===== src/rtl/pccmd_sched.sv =====
// -----------------------------------------------------------------------------
// pccmd_sched
//   Dependency-aware command scheduler in front of the processing-core command
//   controller. Each instruction is held until the outstanding-operation
//   counters it waits on have drained and its own increment fits. It is then
//   forwarded with the wait mask cleared. Done feedback from the core
//   decrements the counters.
//
//   state | meaning
//   ------+--------------------------------------------------------------
//   IDLE  | ready for an instruction (s_axis_inst_tready = 1)
//   WAIT  | instruction held; checking wait mask and overflow guard
//   ISSUE | command presented on pccmd stream, waiting for tready
//
// Ports
//   clk, rst_n            clock, synchronous active-low reset
//   s_axis_inst_*         instruction stream in ([2:0] type, [31:29] wait mask)
//   m_axis_pccmd_*        command stream out (instruction with [31:29] = 0)
//   s_axis_pcfbk_*        done feedback in (bit0 store, bit1 exec, bit2/3 load)
//   outst_load/exec/store outstanding-operation counters
//   sched_idle            IDLE with all counters at zero
//   err_underflow         sticky: feedback arrived for an empty class
// -----------------------------------------------------------------------------
module pccmd_sched #(
  parameter int AXIS_PCCMD_DATA_WIDTH = 32,
  parameter int AXIS_PCFBK_DATA_WIDTH = 8,
  parameter int OUTST_WIDTH           = 4
) (
  input  logic                             clk,
  input  logic                             rst_n,

  input  logic                             s_axis_inst_tvalid,
  output logic                             s_axis_inst_tready,
  input  logic [AXIS_PCCMD_DATA_WIDTH-1:0] s_axis_inst_tdata,

  output logic                             m_axis_pccmd_tvalid,
  input  logic                             m_axis_pccmd_tready,
  output logic [AXIS_PCCMD_DATA_WIDTH-1:0] m_axis_pccmd_tdata,

  input  logic                             s_axis_pcfbk_tvalid,
  output logic                             s_axis_pcfbk_tready,
  input  logic [AXIS_PCFBK_DATA_WIDTH-1:0] s_axis_pcfbk_tdata,

  output logic [OUTST_WIDTH-1:0]           outst_load,
  output logic [OUTST_WIDTH-1:0]           outst_exec,
  output logic [OUTST_WIDTH-1:0]           outst_store,
  output logic                             sched_idle,
  output logic                             err_underflow
);

  // Counter arithmetic runs two bits wider so +2 and the net of
  // increment/decrement can be compared without wrap.
  localparam int CW = OUTST_WIDTH + 2;
  localparam logic [CW-1:0] CNT_MAX = CW'((1 << OUTST_WIDTH) - 1);

  typedef enum logic [1:0] {
    ST_IDLE  = 2'd0,
    ST_WAIT  = 2'd1,
    ST_ISSUE = 2'd2
  } state_t;

  state_t                           state_q;
  logic [AXIS_PCCMD_DATA_WIDTH-1:0] held_q;
  logic                             inst_tready_q;
  logic                             cmd_tvalid_q;
  logic [AXIS_PCCMD_DATA_WIDTH-1:0] cmd_tdata_q;
  logic [OUTST_WIDTH-1:0]           load_q,  exec_q,  store_q;
  logic [OUTST_WIDTH-1:0]           load_d,  exec_d,  store_d;
  logic                             err_q,   err_d;

  logic [CW-1:0] inc_load, inc_exec, inc_store;
  logic [CW-1:0] dec_load, dec_exec, dec_store;
  logic [CW-1:0] sum_load, sum_exec, sum_store;
  logic          uf_load,  uf_exec,  uf_store;
  logic          dep_ok, room_ok, cmd_fire;
  logic [AXIS_PCCMD_DATA_WIDTH-1:0] cmd_word;

  // Returns {underflow, saturated count} for sum - dec.
  function automatic logic [OUTST_WIDTH:0] apply_net(input logic [CW-1:0] sum,
                                                     input logic [CW-1:0] dec);
    if (dec > sum) apply_net = {1'b1, {OUTST_WIDTH{1'b0}}};
    else           apply_net = {1'b0, OUTST_WIDTH'(sum - dec)};
  endfunction

  // Class increment of the held instruction.
  always_comb begin
    inc_load  = '0;
    inc_exec  = '0;
    inc_store = '0;
    case (held_q[2:0])
      3'b001:  inc_load  = CW'(2);
      3'b010:  inc_load  = CW'(1);
      3'b011:  inc_store = CW'(1);
      default: ;
    endcase
    if (held_q[2]) inc_exec = CW'(1);
  end

  always_comb begin
    dep_ok  = (!held_q[29] || (store_q == '0)) &&
              (!held_q[30] || (exec_q  == '0)) &&
              (!held_q[31] || (load_q  == '0));
    room_ok = (({2'b00, load_q}  + inc_load)  <= CNT_MAX) &&
              (({2'b00, exec_q}  + inc_exec)  <= CNT_MAX) &&
              (({2'b00, store_q} + inc_store) <= CNT_MAX);
  end

  always_comb begin
    cmd_word          = held_q;
    cmd_word[31:29]   = 3'b000;
  end

  // Net counter update: issue increment and feedback decrement in one cycle.
  always_comb begin
    cmd_fire  = cmd_tvalid_q && m_axis_pccmd_tready;
    dec_store = CW'(s_axis_pcfbk_tvalid & s_axis_pcfbk_tdata[0]);
    dec_exec  = CW'(s_axis_pcfbk_tvalid & s_axis_pcfbk_tdata[1]);
    dec_load  = CW'(s_axis_pcfbk_tvalid & s_axis_pcfbk_tdata[2]) +
                CW'(s_axis_pcfbk_tvalid & s_axis_pcfbk_tdata[3]);
    sum_load  = {2'b00, load_q}  + (cmd_fire ? inc_load  : '0);
    sum_exec  = {2'b00, exec_q}  + (cmd_fire ? inc_exec  : '0);
    sum_store = {2'b00, store_q} + (cmd_fire ? inc_store : '0);
    {uf_load,  load_d}  = apply_net(sum_load,  dec_load);
    {uf_exec,  exec_d}  = apply_net(sum_exec,  dec_exec);
    {uf_store, store_d} = apply_net(sum_store, dec_store);
    err_d = err_q | uf_load | uf_exec | uf_store;
  end

  always_ff @(posedge clk) begin
    if (!rst_n) begin
      state_q       <= ST_IDLE;
      held_q        <= '0;
      inst_tready_q <= 1'b1;
      cmd_tvalid_q  <= 1'b0;
      cmd_tdata_q   <= '0;
      load_q        <= '0;
      exec_q        <= '0;
      store_q       <= '0;
      err_q         <= 1'b0;
    end else begin
      load_q  <= load_d;
      exec_q  <= exec_d;
      store_q <= store_d;
      err_q   <= err_d;
      case (state_q)
        ST_IDLE: begin
          if (s_axis_inst_tvalid && inst_tready_q) begin
            held_q        <= s_axis_inst_tdata;
            inst_tready_q <= 1'b0;
            state_q       <= ST_WAIT;
          end
        end
        ST_WAIT: begin
          if (dep_ok && room_ok) begin
            cmd_tvalid_q <= 1'b1;
            cmd_tdata_q  <= cmd_word;
            state_q      <= ST_ISSUE;
          end
        end
        ST_ISSUE: begin
          if (m_axis_pccmd_tready) begin
            cmd_tvalid_q  <= 1'b0;
            inst_tready_q <= 1'b1;
            state_q       <= ST_IDLE;
          end
        end
        default: begin
          cmd_tvalid_q  <= 1'b0;
          inst_tready_q <= 1'b1;
          state_q       <= ST_IDLE;
        end
      endcase
    end
  end

  // Feedback bits above [3] carry no meaning here.
  generate
    if (AXIS_PCFBK_DATA_WIDTH > 4) begin : g_fbk_spare
      logic unused_fbk;
      assign unused_fbk = ^s_axis_pcfbk_tdata[AXIS_PCFBK_DATA_WIDTH-1:4];
    end
  endgenerate

  assign s_axis_inst_tready  = inst_tready_q;
  assign m_axis_pccmd_tvalid = cmd_tvalid_q;
  assign m_axis_pccmd_tdata  = cmd_tdata_q;
  assign s_axis_pcfbk_tready = 1'b1;
  assign outst_load          = load_q;
  assign outst_exec          = exec_q;
  assign outst_store         = store_q;
  assign err_underflow       = err_q;
  assign sched_idle          = (state_q == ST_IDLE) && (load_q == '0) &&
                               (exec_q == '0) && (store_q == '0);

endmodule


===== config.mk =====
export PLATFORM = sky130hd
export DESIGN_NAME = pccmd_sched
export DESIGN_NICKNAME = d
export VERILOG_FILES = /design/src/rtl/pccmd_sched.sv
export SDC_FILE = /design/constraint.sdc
export NUM_CORES = 1
export LEC_CHECK = 0
export BUFFER_PORTS_ARGS = -buffer_cell sky130_fd_sc_hd__buf_4
export CORE_UTILIZATION = 56
export CTS_CLUSTER_SIZE = 16
export DETAILED_ROUTE_END_ITERATION = 10
export GPL_TIMING_DRIVEN = 0
export PLACE_DENSITY = 0.81
export SYNTH_ARGS = -nofsm -noshare
export SYNTH_HDL_FRONTEND = slang
export SYNTH_SLANG_ARGS = --single-unit

===== constraint.sdc =====
create_clock -name clk -period 3.69 [get_ports clk]
set_input_delay 0 -clock clk [delete_from_list [all_inputs] [get_ports clk]]
set_output_delay 0 -clock clk [all_outputs]
set_load 0.03 [all_outputs]

==> results, run 1 <==
- The run finished with clean final reports.
- The clock root buffer master is sky130_fd_sc_hd__clkbuf_8.
- The first routing iteration left 180 violations.
- The floorplan step defined a die boundary enclosing between 6000 and 7000 um2.
- The worst slew margin relative to its limit is 63.8%.
- Setup violations remaining at the end of the flow were counted as 0.
- The worst hold path was traced through 3 stages.
- TritonCTS built the clock tree.
- The library cell used most frequently in the layout, excluding fill and tap cells, is sky130_fd_sc_hd__nand2_1.
- The final setup skew is 0.0130 ns.
- Data on the critical path arrives at its endpoint at 3.09 ns.
- The area added between synthesis and finish is 37.3%.
- The gate family responsible for the most delay along the worst path is adder cells.
- On the worst path, the slowest cell contributes a delay of ~0.50 ns.
- On the critical path, the stage with the largest delay is an instance of sky130_fd_sc_hd__fa_1.
- The largest fanout on the critical path is 5.
- The via count of the first global-routing pass is ~3100.
- The share of final-layout standard cells stronger than drive strength 1 is 20.4%.
- The core region is roughly 6000 um2.
- Summed over all cells, the static leakage comes to about 2.1 nW.
- The clock passes through at most 2 buffers.
- The average footprint of a synthesized cell is approximately 8.5 um2.
- The first global-routing pass estimated around 14000 um of wire.
- The final count of hold timing violations came to 0.
- For this block, the via count after detailed routing is around 3300.
- The kind of capture point of the worst setup path is a flop.
- In this run, CTS created clock tree buffers numbering 9.
- The endpoint identified for the worst register-to-register timing path is outst_load[2]$_SDFF_PP0_.
- The placed cell count is around 580.
- The internal power of the cells totals between 0.0015 and 0.002 W.
- During placement, the flow inserted port buffers numbering 85.
- The count of fill cells added during filler insertion is about 400.
- The net switching share of the total power is ~32%.
- IR analysis of the VDD net gives a maximum drop of between 0.3 and 0.4 mV.
- 94 I/O pins were placed.
- The average vias per placed instance is approximately 5.2.
- The storage element area is roughly 1600 um2.
- In this run, synthesis inferred 0 flip-flops with an integrated enable.
- The pin count of the biggest net entering global routing is 14.
- The share of flip-flops with an asynchronous set or reset is 0%.
- The floorplan row count is 28.
- The overall routing resource usage is about 27%.
- At the end of the flow, the number of nets in the layout was a little over 600.
- The HPWL reported at the end of detailed placement is around 6000 um.
- At the end of routability-driven placement, the weighted congestion stood at approximately 0.80.
- The routed wirelength normalized by instance count is between 10 and 15 um.
- The first detailed-routing pass ran for 4 iterations.
- In this run, post-CTS hold repair placed 34 buffers.
- The count of buffers added by post-CTS timing repair for setup is 0.
- The register share of total power is 41.4%.
- Wires add up to a little under 9000 um.
- The worst setup path is launched from a flop.
- In this run the power density over the cells is approximately 490 nW/um2.
- The final design utilization is 80.7%.
- The number of max-cap violations is 0.
- The analysis attributes to net switching a power of 0.000764 W.
- Timing would allow up to ~350 MHz.
- For the pin with the worst max-slew slack, the measured transition is roughly 0.54 ns.
- In the synthesized netlist the dominant register cell turns out to be sky130_fd_sc_hd__dfxtp_1.
- The die is 81.3 um tall.
- The multi-input combinational cells in the finished layout cover a total of 1780 um2.
- Per report_power, the combinational group accounts for between 20% and 30% of the total.
- In this run the register-to-register setup slack is 0.81 ns.
- The synthesized netlist occupies a cell area of around 3500 um2.
- The class of the tightest hold or removal check is input port to flop.
- The initial antenna violation count is 0.
- At the later pin of the worst-skew pair, clock insertion delay measures between 0.3 and 0.4 ns.
- The clock-pin slew of the registers on the worst-case setup and hold paths is around 0.070 ns.
- The number of pins exceeding their max-slew limit in the final report is 0.
- The count of state elements after synthesis is a little under 80.
- In this run the number of H-tree levels came out at 3.
- The final critical path takes up 78.0% of the cycle.
- The non-filler instance count after layout is ~630.
- The x dimension of the die is between 80 and 90 um.
- The post-detailed-route DRC marker count is 0.
- The signal on the critical path passes through nor3b_1, nor2b_1, ha_1, fa_1, ha_1, nor2b_1, o221ai_1, o21ai_0, nor2_1.
- The worst setup path is of the flop to flop kind.
- The distinct cell type count after synthesis is 41.
- The number of cells on the worst reg-to-reg path is 9.
- The number of buffers and inverters on the critical path is 0.
- The sequential fraction of the synthesis area is 44.4%.
- For the worst setup path, the data required time is about 4 ns.
- In the synthesized netlist, the number of instances is 413.
- The worst hold path startpoint is m_axis_pccmd_tready.
- For hold timing, the worst endpoint is state_q[1]$_SDFFE_PN0P_.
- Setup repair after global routing left no endpoint under its margin.
- Of the total power, the clock network draws a little under a third.
- During synthesis, Yosys emitted a total of 0 warnings.
- The number of routed nets with antenna violations is 0.
- The number of diodes added for antenna fixing is 0.
- The final critical path time including I/O delays and setup is approximately 2.9 ns.
- Once the floorplan was initialized, standard cells occupied between 50% and 60% of the core.
- The number of sinks handled by clock tree synthesis is 78.
- The origin of the critical flop-to-flop path is held_q[1]$_SDFFE_PN0P_.
- In the layout the commonest cells are sky130_fd_sc_hd__nand2_1, sky130_fd_sc_hd__buf_4, sky130_fd_sc_hd__dfxtp_1.
- The summed negative setup slack over all endpoints is 0 ns.
- Global routing finished with a remaining overflow of 0.
- The post-cts repair resize count is 0.
[kinds of logic (layout without fill, tap and decap cells)]
kind of cell / Yosys count / after routing / share of synthesized area (%)
other: 2 / 4 / 0.213
AOI/OAI and AO/OA: 52 / 52 / 8.57
adders and majority gates: 21 / 21 / 8.11
buffers and inverters: 39 / 174 / 5.23
xor gates and xnor gates: 11 / 11 / 2.74
and+or+nand+nor: 181 / 181 / 22.5
DFF: 78 / 78 / 44.4
muxes: 29 / 29 / 8.25
[cell type report]
class,instances,share of cell area (%)
Multi-Input combinational cell,298,36.9
Tap cell,75,1.94
Timing Repair Buffer,119,20.2
Inverter,14,1.09
Clock inverter,5,1.68
Clock buffer,11,3.13
Sequential cell,78,32.3
Buffer,25,2.72
[worst min-delay path: cells and delay by family]
family	cells	cell delay (ns)
AO/OA/AOI/OAI	1	0.15
AND/OR/NAND/NOR	1	0.05
buffers and inverters	1	0.11
[how the worst max path moves through the flow]
stage	endpoint	cells after the start	start	slack [ns]
after floorplan	err_underflow$_SDFF_PN0_	9	m_axis_pccmd_tvalid$_SDFFE_PN0P_	1.18
after global placement	outst_load[3]$_SDFF_PP0_	9	held_q[1]$_SDFFE_PN0P_	0.95
after detailed placement	outst_load[2]$_SDFF_PP0_	9	held_q[1]$_SDFFE_PN0P_	0.85
after CTS	outst_load[2]$_SDFF_PP0_	9	held_q[1]$_SDFFE_PN0P_	0.82
after global routing	outst_load[2]$_SDFF_PP0_	9	held_q[1]$_SDFFE_PN0P_	0.60
final	outst_load[2]$_SDFF_PP0_	9	held_q[1]$_SDFFE_PN0P_	0.81
[flip-flops by register name, indices dropped and copies added, names as in the netlist, 2 cells and up]
| name | count |
|---|---|
| held_q | 32 |
| outst_store | 4 |
| m_axis_pccmd_tdata | 29 |
| outst_exec | 4 |
| state_q | 2 |
| outst_load | 4 |
[power groups by stage]
stage                     Clock, W  Sequential [W]  Combinational (W)
final                     0.000728        0.000987           0.000670
after global routing      0.000778        0.000997           0.000723
after CTS                 0.000735        0.000984           0.000662
after detailed placement         0         0.00100           0.000631
after global placement           0        0.000999           0.000615
after floorplan                  0         0.00107           0.000359
[cell usage after synthesis (2+ instances only)]
master | count | area share, %
sky130_fd_sc_hd__inv_1 | 14 | 1.5
sky130_fd_sc_hd__fa_1 | 3 | 1.7
sky130_fd_sc_hd__nor3b_1 | 5 | 1.1
sky130_fd_sc_hd__buf_6 | 3 | 0.96
sky130_fd_sc_hd__o21a_1 | 3 | 0.64
sky130_fd_sc_hd__nand2_1 | 130 | 14
sky130_fd_sc_hd__o21ai_0 | 4 | 0.57
sky130_fd_sc_hd__o221ai_1 | 2 | 0.50
sky130_fd_sc_hd__or3_1 | 2 | 0.36
sky130_fd_sc_hd__nor2b_1 | 5 | 0.89
sky130_fd_sc_hd__xor2_1 | 4 | 1.0
sky130_fd_sc_hd__and2_1 | 2 | 0.36
sky130_fd_sc_hd__o31ai_1 | 2 | 0.43
sky130_fd_sc_hd__nand2b_1 | 3 | 0.53
sky130_fd_sc_hd__buf_4 | 4 | 0.85
sky130_fd_sc_hd__nand3_1 | 3 | 0.43
sky130_fd_sc_hd__and3_1 | 3 | 0.53
sky130_fd_sc_hd__conb_1 | 2 | 0.21
sky130_fd_sc_hd__nor2_1 | 17 | 1.8
sky130_fd_sc_hd__xnor2_1 | 7 | 1.7
sky130_fd_sc_hd__mux2i_1 | 29 | 8.2
sky130_fd_sc_hd__clkbuf_1 | 18 | 1.9
sky130_fd_sc_hd__dfxtp_1 | 78 | 44
sky130_fd_sc_hd__ha_1 | 18 | 6.4
sky130_fd_sc_hd__a21oi_1 | 34 | 4.8
sky130_fd_sc_hd__nor3_1 | 3 | 0.43
[layer usage]
layer | track usage, % | share of wire [%]
met5 | 0 | 0
met3 | 5.17 | 4.9
met4 | 11.6 | 2.1
met2 | 48.8 | 50
met1 | 31.9 | 43
[metrics by stage]
step	setup WS [ns]	power [W]	hold WS [ns]	area, um2
global placement	0.952	0.00161	0.249	4260
finish	0.810	0.00238	0.0158	4830
global route	0.600	0.00250	0.00846	4830
floorplan	1.18	0.00143	0.136	3530
CTS	0.824	0.00238	0.000574	4830
detailed placement	0.848	0.00163	0.255	4260
Power figures use the tool's default switching activity.
==> run 2, diff against run 1 <==
--- a/config.mk
+++ b/config.mk
@@ -6,11 +6,11 @@
 export NUM_CORES = 1
 export LEC_CHECK = 0
 export BUFFER_PORTS_ARGS = -buffer_cell sky130_fd_sc_hd__buf_4
-export CORE_UTILIZATION = 56
+export CORE_UTILIZATION = 47
 export CTS_CLUSTER_SIZE = 16
 export DETAILED_ROUTE_END_ITERATION = 10
 export GPL_TIMING_DRIVEN = 0
-export PLACE_DENSITY = 0.81
+export PLACE_DENSITY = 0.72
 export SYNTH_ARGS = -nofsm -noshare
 export SYNTH_HDL_FRONTEND = slang
 export SYNTH_SLANG_ARGS = --single-unit
==> constraint.sdc (replaced) <==
create_clock -name clk -period 2.4 [get_ports clk]
set_input_delay 0 -clock clk [delete_from_list [all_inputs] [get_ports clk]]
set_output_delay 0 -clock clk [all_outputs]
set_load 0.03 [all_outputs]
==> run 2 against run 1 <==
Compared with the run above: combinational power increased by 67%; count of clock-buffer cells in the layout decreased by 2; die area increased by 19%; critical path depth unchanged; non-clock buffer count increased by 10; clock skew decreased by 0.0050 ns; fmax increased by 20%; cell count increased by 5.4%; via count decreased by 1.2%; highest routed layer unchanged.
==> results, run 2 (same netlist as run 1, synthesis figures left out) <==
- The overall routing resource usage was 22.8% (-4.7 points).
- The starting density of the core came to 48.5% (-10 points).
- The flow ran to the end, and the final reports show no timing, DRC or antenna violations.
- Setup repair after global routing could not meet its margin everywhere.
- The total routed wirelength is 8660 um (-2.7%).
- The data required time of the worst path is 2.65 ns (-1.25 ns).
- The largest fanout on the critical path was 5 (unchanged).
- The number of I/O pins was 94 (unchanged).
- The pin slew with the least headroom to its limit is 0.529 ns (-0.0131 ns).
- The placed standard-cell area is 4300 um2 (+0.97%).
- The number of buffers and inverters on the critical path was 0 (unchanged).
- The summed negative setup slack over all endpoints is 0 ns (unchanged).
- The number of detailed-routing iterations run before antenna repair is 4 (unchanged).
- The number of port buffers is 85 (unchanged).
- The cell family contributing the most delay on the critical path is adder cells.
- The critical path ends at err_underflow$_SDFF_PN0_.
- The worst-case hold slack came to 0.0414 ns (+0.0256 ns).
- The number of sinks handled by clock tree synthesis is 78 (unchanged).
- The floorplan row count is 31 (+11%).
- The flop-to-flop setup slack is 0.004 ns (-0.81 ns).
- The clock insertion delay at the later pin of the skew report is 0.35 ns (about the same).
- The via count of the first global-routing pass is 3055 (-2.1%).
- The largest incremental delay on the critical path was 0.47 ns (-0.03 ns).
- The area growth from synthesis to layout is 42.2%.
- The number of max-cap violations is 0 (unchanged).
- The via count came to 3230 (-1.2%).
- The placed cell count came to 599 (+4.2%).
- The overall die height came to 88.5 um (+8.9%).
- The worst slew margin relative to its limit came to 64.7% (+0.88 points).
- The final setup violation count is 0 (unchanged).
- The share of final-layout standard cells stronger than drive strength 1 is 24.3% (+3.9 points).
- The number of flip-flops under the largest register name is 32 (unchanged).
- The routed wirelength normalized by instance count is 13.1 um (-7.7%).
- The root buffer cell chosen for the clock tree is sky130_fd_sc_hd__clkbuf_8.
- The number of logic stages on the critical path including buffering is 9 (unchanged).
- The final design instance area without fill was 5010 um2 (+3.6%).
- The number of nets in the layout was 621 (+1.6%).
- The initial DRC count is 126 (-30%).
- The endpoint identified for the worst register-to-register timing path is err_underflow$_SDFF_PN0_.
- The final count of hold timing violations is 0 (unchanged).
- The class of the tightest hold or removal check is input port to flop.
- The wire length of the first global-routing pass was 13500 um (-1.6%).
- The kind of capture point of the worst setup path is a flop.
- STA classifies the critical path startpoint as a flop.
- The global route total overflow is 0 (unchanged).
- The pin count of the biggest net entering global routing is 16 (+2).
- The number of routed nets with antenna violations came to 0 (unchanged).
- The H-tree depth is 3 (unchanged).
- The maximum clock insertion buffer count was 2 (unchanged).
- The highest-delay cell along the critical path is sky130_fd_sc_hd__fa_2.
- The leakage power total is 2.13 nW (+2.6%).
- The maximum clock frequency came to 417 MHz (+20%).
- The leading cell type in the layout, fill and taps excluded is sky130_fd_sc_hd__nand2_1.
- The initial antenna violation count is 0 (unchanged).
- The critical path goes through nor3b_4, nor2b_4, ha_4, fa_2, ha_4, nor2b_4, o221ai_2, o22ai_1, o31a_1.
- The register containing the most flip-flops in the final layout is held_q.
- The post-detailed-route DRC marker count is 0 (unchanged).
- The CTS tree is yes.
- The average vias per placed instance is 4.90 (-6.3%).
- The number of pins exceeding their max-slew limit in the final report came to 0 (unchanged).
- The clock-pin slew of the registers on the worst-case setup and hold paths was 0.09 ns (+0.02 ns).
- The number of diodes added for antenna fixing is 0 (unchanged).
- The worst register-to-register path begins at held_q[0]$_SDFFE_PN0P_.
- The standard cell core area came to 7250 um2 (+21%).
- The HPWL reported at the end of detailed placement is 5800 um (-1.4%).
- The most critical setup path has its startpoint at held_q[0]$_SDFFE_PN0P_.
- The final setup skew came to 0.00798 ns (-0.00500 ns).
- The final critical path time including I/O delays and setup is 2.40 ns (-0.484 ns).
- The library cells used most frequently in the layout, excluding fill and tap cells, are sky130_fd_sc_hd__nand2_1, sky130_fd_sc_hd__buf_4, sky130_fd_sc_hd__dfxtp_1.
- The x dimension of the die is 88.5 um (+8.9%).
- The ratio of final minimum period to clock period was 99.8% (+22 points).
- The non-filler instance count after layout was 659 (+5.4%).
- The power density over the cells is 730 nW/um2 (+48%).
- The worst endpoint data arrival time is 2.65 ns (-0.44 ns).
- The critical path is of the flop to flop type.
- The global placer's final weighted congestion is 0.913 (+14%).
- The floorplan die area is 7840 um2 (+19%).
- The number of CTS-inserted buffers was 9 (unchanged).
- The worst IR drop on VDD was 0.364 mV (+4.4%).
- The number of cells on the worst reg-to-reg path was 9 (unchanged).
## run 2: cell types whose count changed in the layout (fill, tap and decap cells not counted), moves of 2 or more
cell	delta
sky130_fd_sc_hd__ha_4	+2
sky130_fd_sc_hd__dfxtp_1	-4
sky130_fd_sc_hd__inv_6	+2
sky130_fd_sc_hd__dfxtp_4	+3
sky130_fd_sc_hd__nor2b_1	-3
sky130_fd_sc_hd__o21ai_0	-2
sky130_fd_sc_hd__nor3b_1	-2
sky130_fd_sc_hd__nor3b_4	+2
sky130_fd_sc_hd__clkbuf_8	-2
sky130_fd_sc_hd__ha_1	-2
sky130_fd_sc_hd__buf_4	+9
sky130_fd_sc_hd__nor2b_4	+2
## run 2: what timing repair did
action,CTS,global route
pin swaps,6,5
setup endpoints to repair,9,13
endpoints found under the hold margin,35,0
hold buffers,35,0
resized for setup,17,5
setup buffers,6,3
## run 2: cell type report
type                       count  area (um2)
tap                           99         124
timing repair buffer         129        1060
clock buffer                   9         124
sequential                    78        1570
clock inverter                 7        80.1
inverter                      14        52.6
buffer                        25         131
multi-input combinational    298        1860
fill                         598        2250
## run 2: power breakdown
part / internal [W] / switching [W] / total (W)
Combinational: 0.000509 / 0.000608 / 0.00112
Sequential: 0.00141 / 0.000113 / 0.00152
Clock: 0.000495 / 0.000523 / 0.00102
Total: 0.00241 / 0.00124 / 0.00366
## run 2: worst min path at each step
stage	from	end	cells after the start
global placement	s_axis_inst_tdata[10]	held_q[10]$_SDFFE_PN0P_	3
CTS	s_axis_pcfbk_tdata[1]	outst_exec[0]$_SDFF_PP0_	4
detailed placement	s_axis_inst_tdata[13]	held_q[13]$_SDFFE_PN0P_	3
global route	s_axis_pcfbk_tdata[1]	outst_exec[0]$_SDFF_PP0_	4
floorplan	s_axis_inst_tdata[10]	held_q[10]$_SDFFE_PN0P_	2
finish	s_axis_pcfbk_tdata[1]	outst_exec[0]$_SDFF_PP0_	4
## run 2: per-layer routing
layer	GRT usage, %	up-vias	wire length (um)
li1	-	1633	-
met1	27.8	1510	3870
met2	39.3	73	4320
met3	4.10	14	287
met4	10.1	0	171
met5	0	-	0
## run 2: per-stage QoR
stage	util, %	power [W]	setup WS [ns]
3_5_place_dp	59.3	0.00252	-0.430
2_1_floorplan	-	0.00220	-0.0411
5_1_grt	69.0	0.00384	-0.0878
4_1_cts	68.4	0.00364	-0.0305
3_3_place_gp	59.3	0.00249	-0.357
6_report	69.0	0.00366	0.00390
## run 2: worst reg2reg max path, stage by stage (launching register included)
cell	delay [ns]
sky130_fd_sc_hd__dfxtp_4	0.37
sky130_fd_sc_hd__nor3b_4	0.23
sky130_fd_sc_hd__nor2b_4	0.19
sky130_fd_sc_hd__ha_4	0.14
sky130_fd_sc_hd__fa_2	0.47
sky130_fd_sc_hd__ha_4	0.25
sky130_fd_sc_hd__nor2b_4	0.13
sky130_fd_sc_hd__o221ai_2	0.19
sky130_fd_sc_hd__o22ai_1	0.10
sky130_fd_sc_hd__o31a_1	0.24
==> run 3, diff against run 2 <==
--- a/config.mk
+++ b/config.mk
@@ -11,6 +11,7 @@
 export DETAILED_ROUTE_END_ITERATION = 10
 export GPL_TIMING_DRIVEN = 0
 export PLACE_DENSITY = 0.72
+export RECOVER_POWER = 25
 export SYNTH_ARGS = -nofsm -noshare
 export SYNTH_HDL_FRONTEND = slang
 export SYNTH_SLANG_ARGS = --single-unit
==> run 3 against run 2 <==
Compared with the run above: first-iteration DRC count down 22%; total power down 0.56%; cell count unchanged; clock skew about the same; combinational power about the same; critical path depth unchanged; non-clock buffer count unchanged; worst setup slack about the same; clock power about the same; critical path type unchanged; largest power group unchanged.
==> results, run 3 (same netlist as run 1, synthesis figures left out) <==
- The flow ran to the end, and the final reports show no timing, DRC or antenna violations.
- The area added between synthesis and finish is 39.4%.
- The worst slew margin relative to its limit is 64.9% (+0.19 points).
- The via count of the first global-routing pass is 3055 (unchanged).
- Setup repair after global routing could not meet its margin everywhere.
- The number of cells on the worst reg-to-reg path is 9 (unchanged).
- The worst setup path is captured at a flop.
- The routed wirelength normalized by instance count is 13.2 um (+0.25%).
- The number of diodes added for antenna fixing is 0 (unchanged).
- The number of pins exceeding their max-slew limit in the final report is 0 (unchanged).
- The top cell types in the final layout, fill and taps aside, are sky130_fd_sc_hd__nand2_1, sky130_fd_sc_hd__dfxtp_1, sky130_fd_sc_hd__buf_4.
- The CTS tree is yes.
- The global placer's final weighted congestion is 0.913 (unchanged).
- The worst endpoint data arrival time is 2.65 ns (about the same).
- The wire length on met1 came to 3920 um (+1.3%).
- The overall routing resource usage is 22.8% (unchanged).
- The leakage power total came to 2.01 nW (-5.4%).
- The starting density of the core is 48.5% (unchanged).
- The number of I/O pins is 94 (unchanged).
- The standard cell core area is 7250 um2 (unchanged).
- The worst IR drop on VDD was 0.364 mV (about the same).
- The path with the worst hold slack has its endpoint at outst_exec[0]$_SDFF_PP0_.
- The overall die height is 88.5 um (unchanged).
- On the critical path the largest part of the delay comes from adder cells.
- The final critical-path setup slack is 0.00410 ns (+0.000203 ns).
- The post-detailed-route DRC marker count was 0 (unchanged).
- The number of buffers and inverters on the critical path was 0 (unchanged).
- The final critical path time including I/O delays and setup is 2.40 ns (-0.000203 ns).
- The register containing the most flip-flops in the final layout is held_q.
- The number of port buffers was 85 (unchanged).
- The HPWL reported at the end of detailed placement is 5800 um (unchanged).
- The ratio of final minimum period to clock period is 99.8% (about the same).
- The clock-pin slew of the registers on the worst-case setup and hold paths came to 0.09 ns (about the same).
- The number of detailed-routing iterations run before antenna repair is 4 (unchanged).
- The setup path with the least slack is of type flop to flop.
- Walking the worst path, the cells encountered are nor3b_4, nor2b_4, ha_4, fa_2, ha_4, nor2b_4, o221ai_2, o22ai_1, o31a_1.
- The summed negative setup slack over all endpoints is 0 ns (unchanged).
- Clock tree synthesis selected as its root buffer the cell sky130_fd_sc_hd__clkbuf_8.
- The pin slew with the least headroom to its limit came to 0.527 ns (-0.00280 ns).
- The initial DRC count is 98 (-22%).
- The flop-to-flop setup slack is 0.004 ns (about the same).
- The count of fill cells added during filler insertion is 629 (+5.2%).
- The total length of routed met3 wires was 298 um (+3.8%).
- The endpoint of the worst-slack reg-to-reg timing path is err_underflow$_SDFF_PN0_.
- STA classifies the critical path startpoint as a flop.
- The origin of the critical flop-to-flop path is held_q[0]$_SDFFE_PN0P_.
- The number of flip-flops under the largest register name was 32 (unchanged).
- The final setup violation count is 0 (unchanged).
- The final setup skew is 0.00814 ns (+0.000164 ns).
- The class of the tightest hold or removal check is input port to flop.
- The maximum clock insertion buffer count is 2 (unchanged).
- The largest incremental delay on the critical path was 0.47 ns (about the same).
- The sum of internal, switching and leakage power was 0.00364 W (-0.56%).
- The floorplan row count came to 31 (unchanged).
- The leading cell type in the layout, fill and taps excluded is sky130_fd_sc_hd__nand2_1.
- The highest routed metal layer is met4.
- The maximum clock frequency came to 417 MHz (about the same).
- The worst hold path startpoint is s_axis_pcfbk_tdata[1].
- The number of logic stages on the critical path including buffering came to 9 (unchanged).
- The placement-stage worst setup slack is -0.430 ns (unchanged).
- The floorplan die area is 7840 um2 (unchanged).
- The number of max-cap violations was 0 (unchanged).
- The power density over the cells is 741 nW/um2 (+1.5%).
- The via count is 3228 (-0.062%).
- The share of final-layout standard cells stronger than drive strength 1 is 19.5% (-4.8 points).
- The number of CTS-inserted buffers is 9 (unchanged).
- For this design, the slowest cell found on the critical path is sky130_fd_sc_hd__fa_2.
- The data required time of the worst path is 2.66 ns (about the same).
- The average vias per placed instance is 4.90 (about the same).
- The number of sinks handled by clock tree synthesis is 78 (unchanged).
- The total routed wirelength is 8680 um (+0.25%).
- The x dimension of the die came to 88.5 um (unchanged).
- The global route total overflow is 0 (unchanged).
- The H-tree depth is 3 (unchanged).
- The wire length of the first global-routing pass is 13500 um (unchanged).
- The number of nets in the layout is 621 (unchanged).
- The worst-case hold slack is 0.0368 ns (-0.00454 ns).
- The pin count of the biggest net entering global routing is 16 (unchanged).
- The largest fanout on the critical path is 5 (unchanged).
- The clock insertion delay at the later pin of the skew report is 0.36 ns (about the same).
- The final count of hold timing violations is 0 (unchanged).
- The number of routed nets with antenna violations is 0 (unchanged).
- The initial antenna violation count is 0 (unchanged).
- The number of instances on the worst hold path is 4 (unchanged).
- The met2 wire length is 4290 um (-0.81%).
[run 3: per-stage QoR]
step / utilization, % / cells / instance area (um2)
3_3_place_gp: 59.3 / 599 / 4300
6_report: 67.6 / 659 / 4900
3_5_place_dp: 59.3 / 599 / 4300
2_1_floorplan: - / 415 / 3540
5_1_grt: 67.6 / 659 / 4900
4_1_cts: 68.4 / 656 / 4960
[run 3: report_power, final]
part	internal [W]	switching (W)	total [W]
sequential	0.00141	0.000113	0.00152
clock	0.000495	0.000525	0.00102
combinational	0.000489	0.000607	0.00110
total	0.00239	0.00124	0.00364
[run 3: how the worst max path moves through the flow]
stage / from / end
after floorplan: held_q[1]$_SDFFE_PN0P_ / err_underflow$_SDFF_PN0_
after global placement: held_q[1]$_SDFFE_PN0P_ / outst_load[2]$_SDFF_PP0_
after detailed placement: held_q[1]$_SDFFE_PN0P_ / outst_load[3]$_SDFF_PP0_
after CTS: held_q[2]$_SDFFE_PN0P_ / err_underflow$_SDFF_PN0_
after global routing: held_q[1]$_SDFFE_PN0P_ / err_underflow$_SDFF_PN0_
final: held_q[0]$_SDFFE_PN0P_ / err_underflow$_SDFF_PN0_
[run 3: per-layer routing]
layer  global-route usage, %  up-vias
met2                    39.3       71
li1                        -     1633
met5                       0        -
met3                    4.10       14
met1                    27.8     1510
met4                    10.1        0
[run 3: layout make-up]
type / instances / area [um2] / area share, %
clock buffers: 9 / 124 / 2.53
clock inverters: 7 / 80.1 / 1.63
flip-flops and latches: 78 / 1570 / 32.1
well taps: 99 / 124 / 2.53
repair buffers: 129 / 955 / 19.5
multi-input cells: 298 / 1860 / 38.0
plain buffers: 25 / 131 / 2.68
inverters: 14 / 52.6 / 1.07
[run 3: worst reg2reg max path: cells and delay by family, from the launching register on]
| family | cells | cell delay [ns] |
|---|---|---|
| compound gates | 3 | 0.53 |
| flops | 1 | 0.37 |
| simple gates | 3 | 0.55 |
| fa+ha+maj | 3 | 0.86 |
[run 3: timing repair]
| item | CTS | global route |
|---|---|---|
| hold buffers | 35 | 0 |
| endpoints found under the hold margin | 35 | 0 |
| resized for setup | 17 | 5 |
| pin swaps | 6 | 5 |
| setup endpoints to repair | 9 | 13 |
| buffers inserted | 6 | 3 |
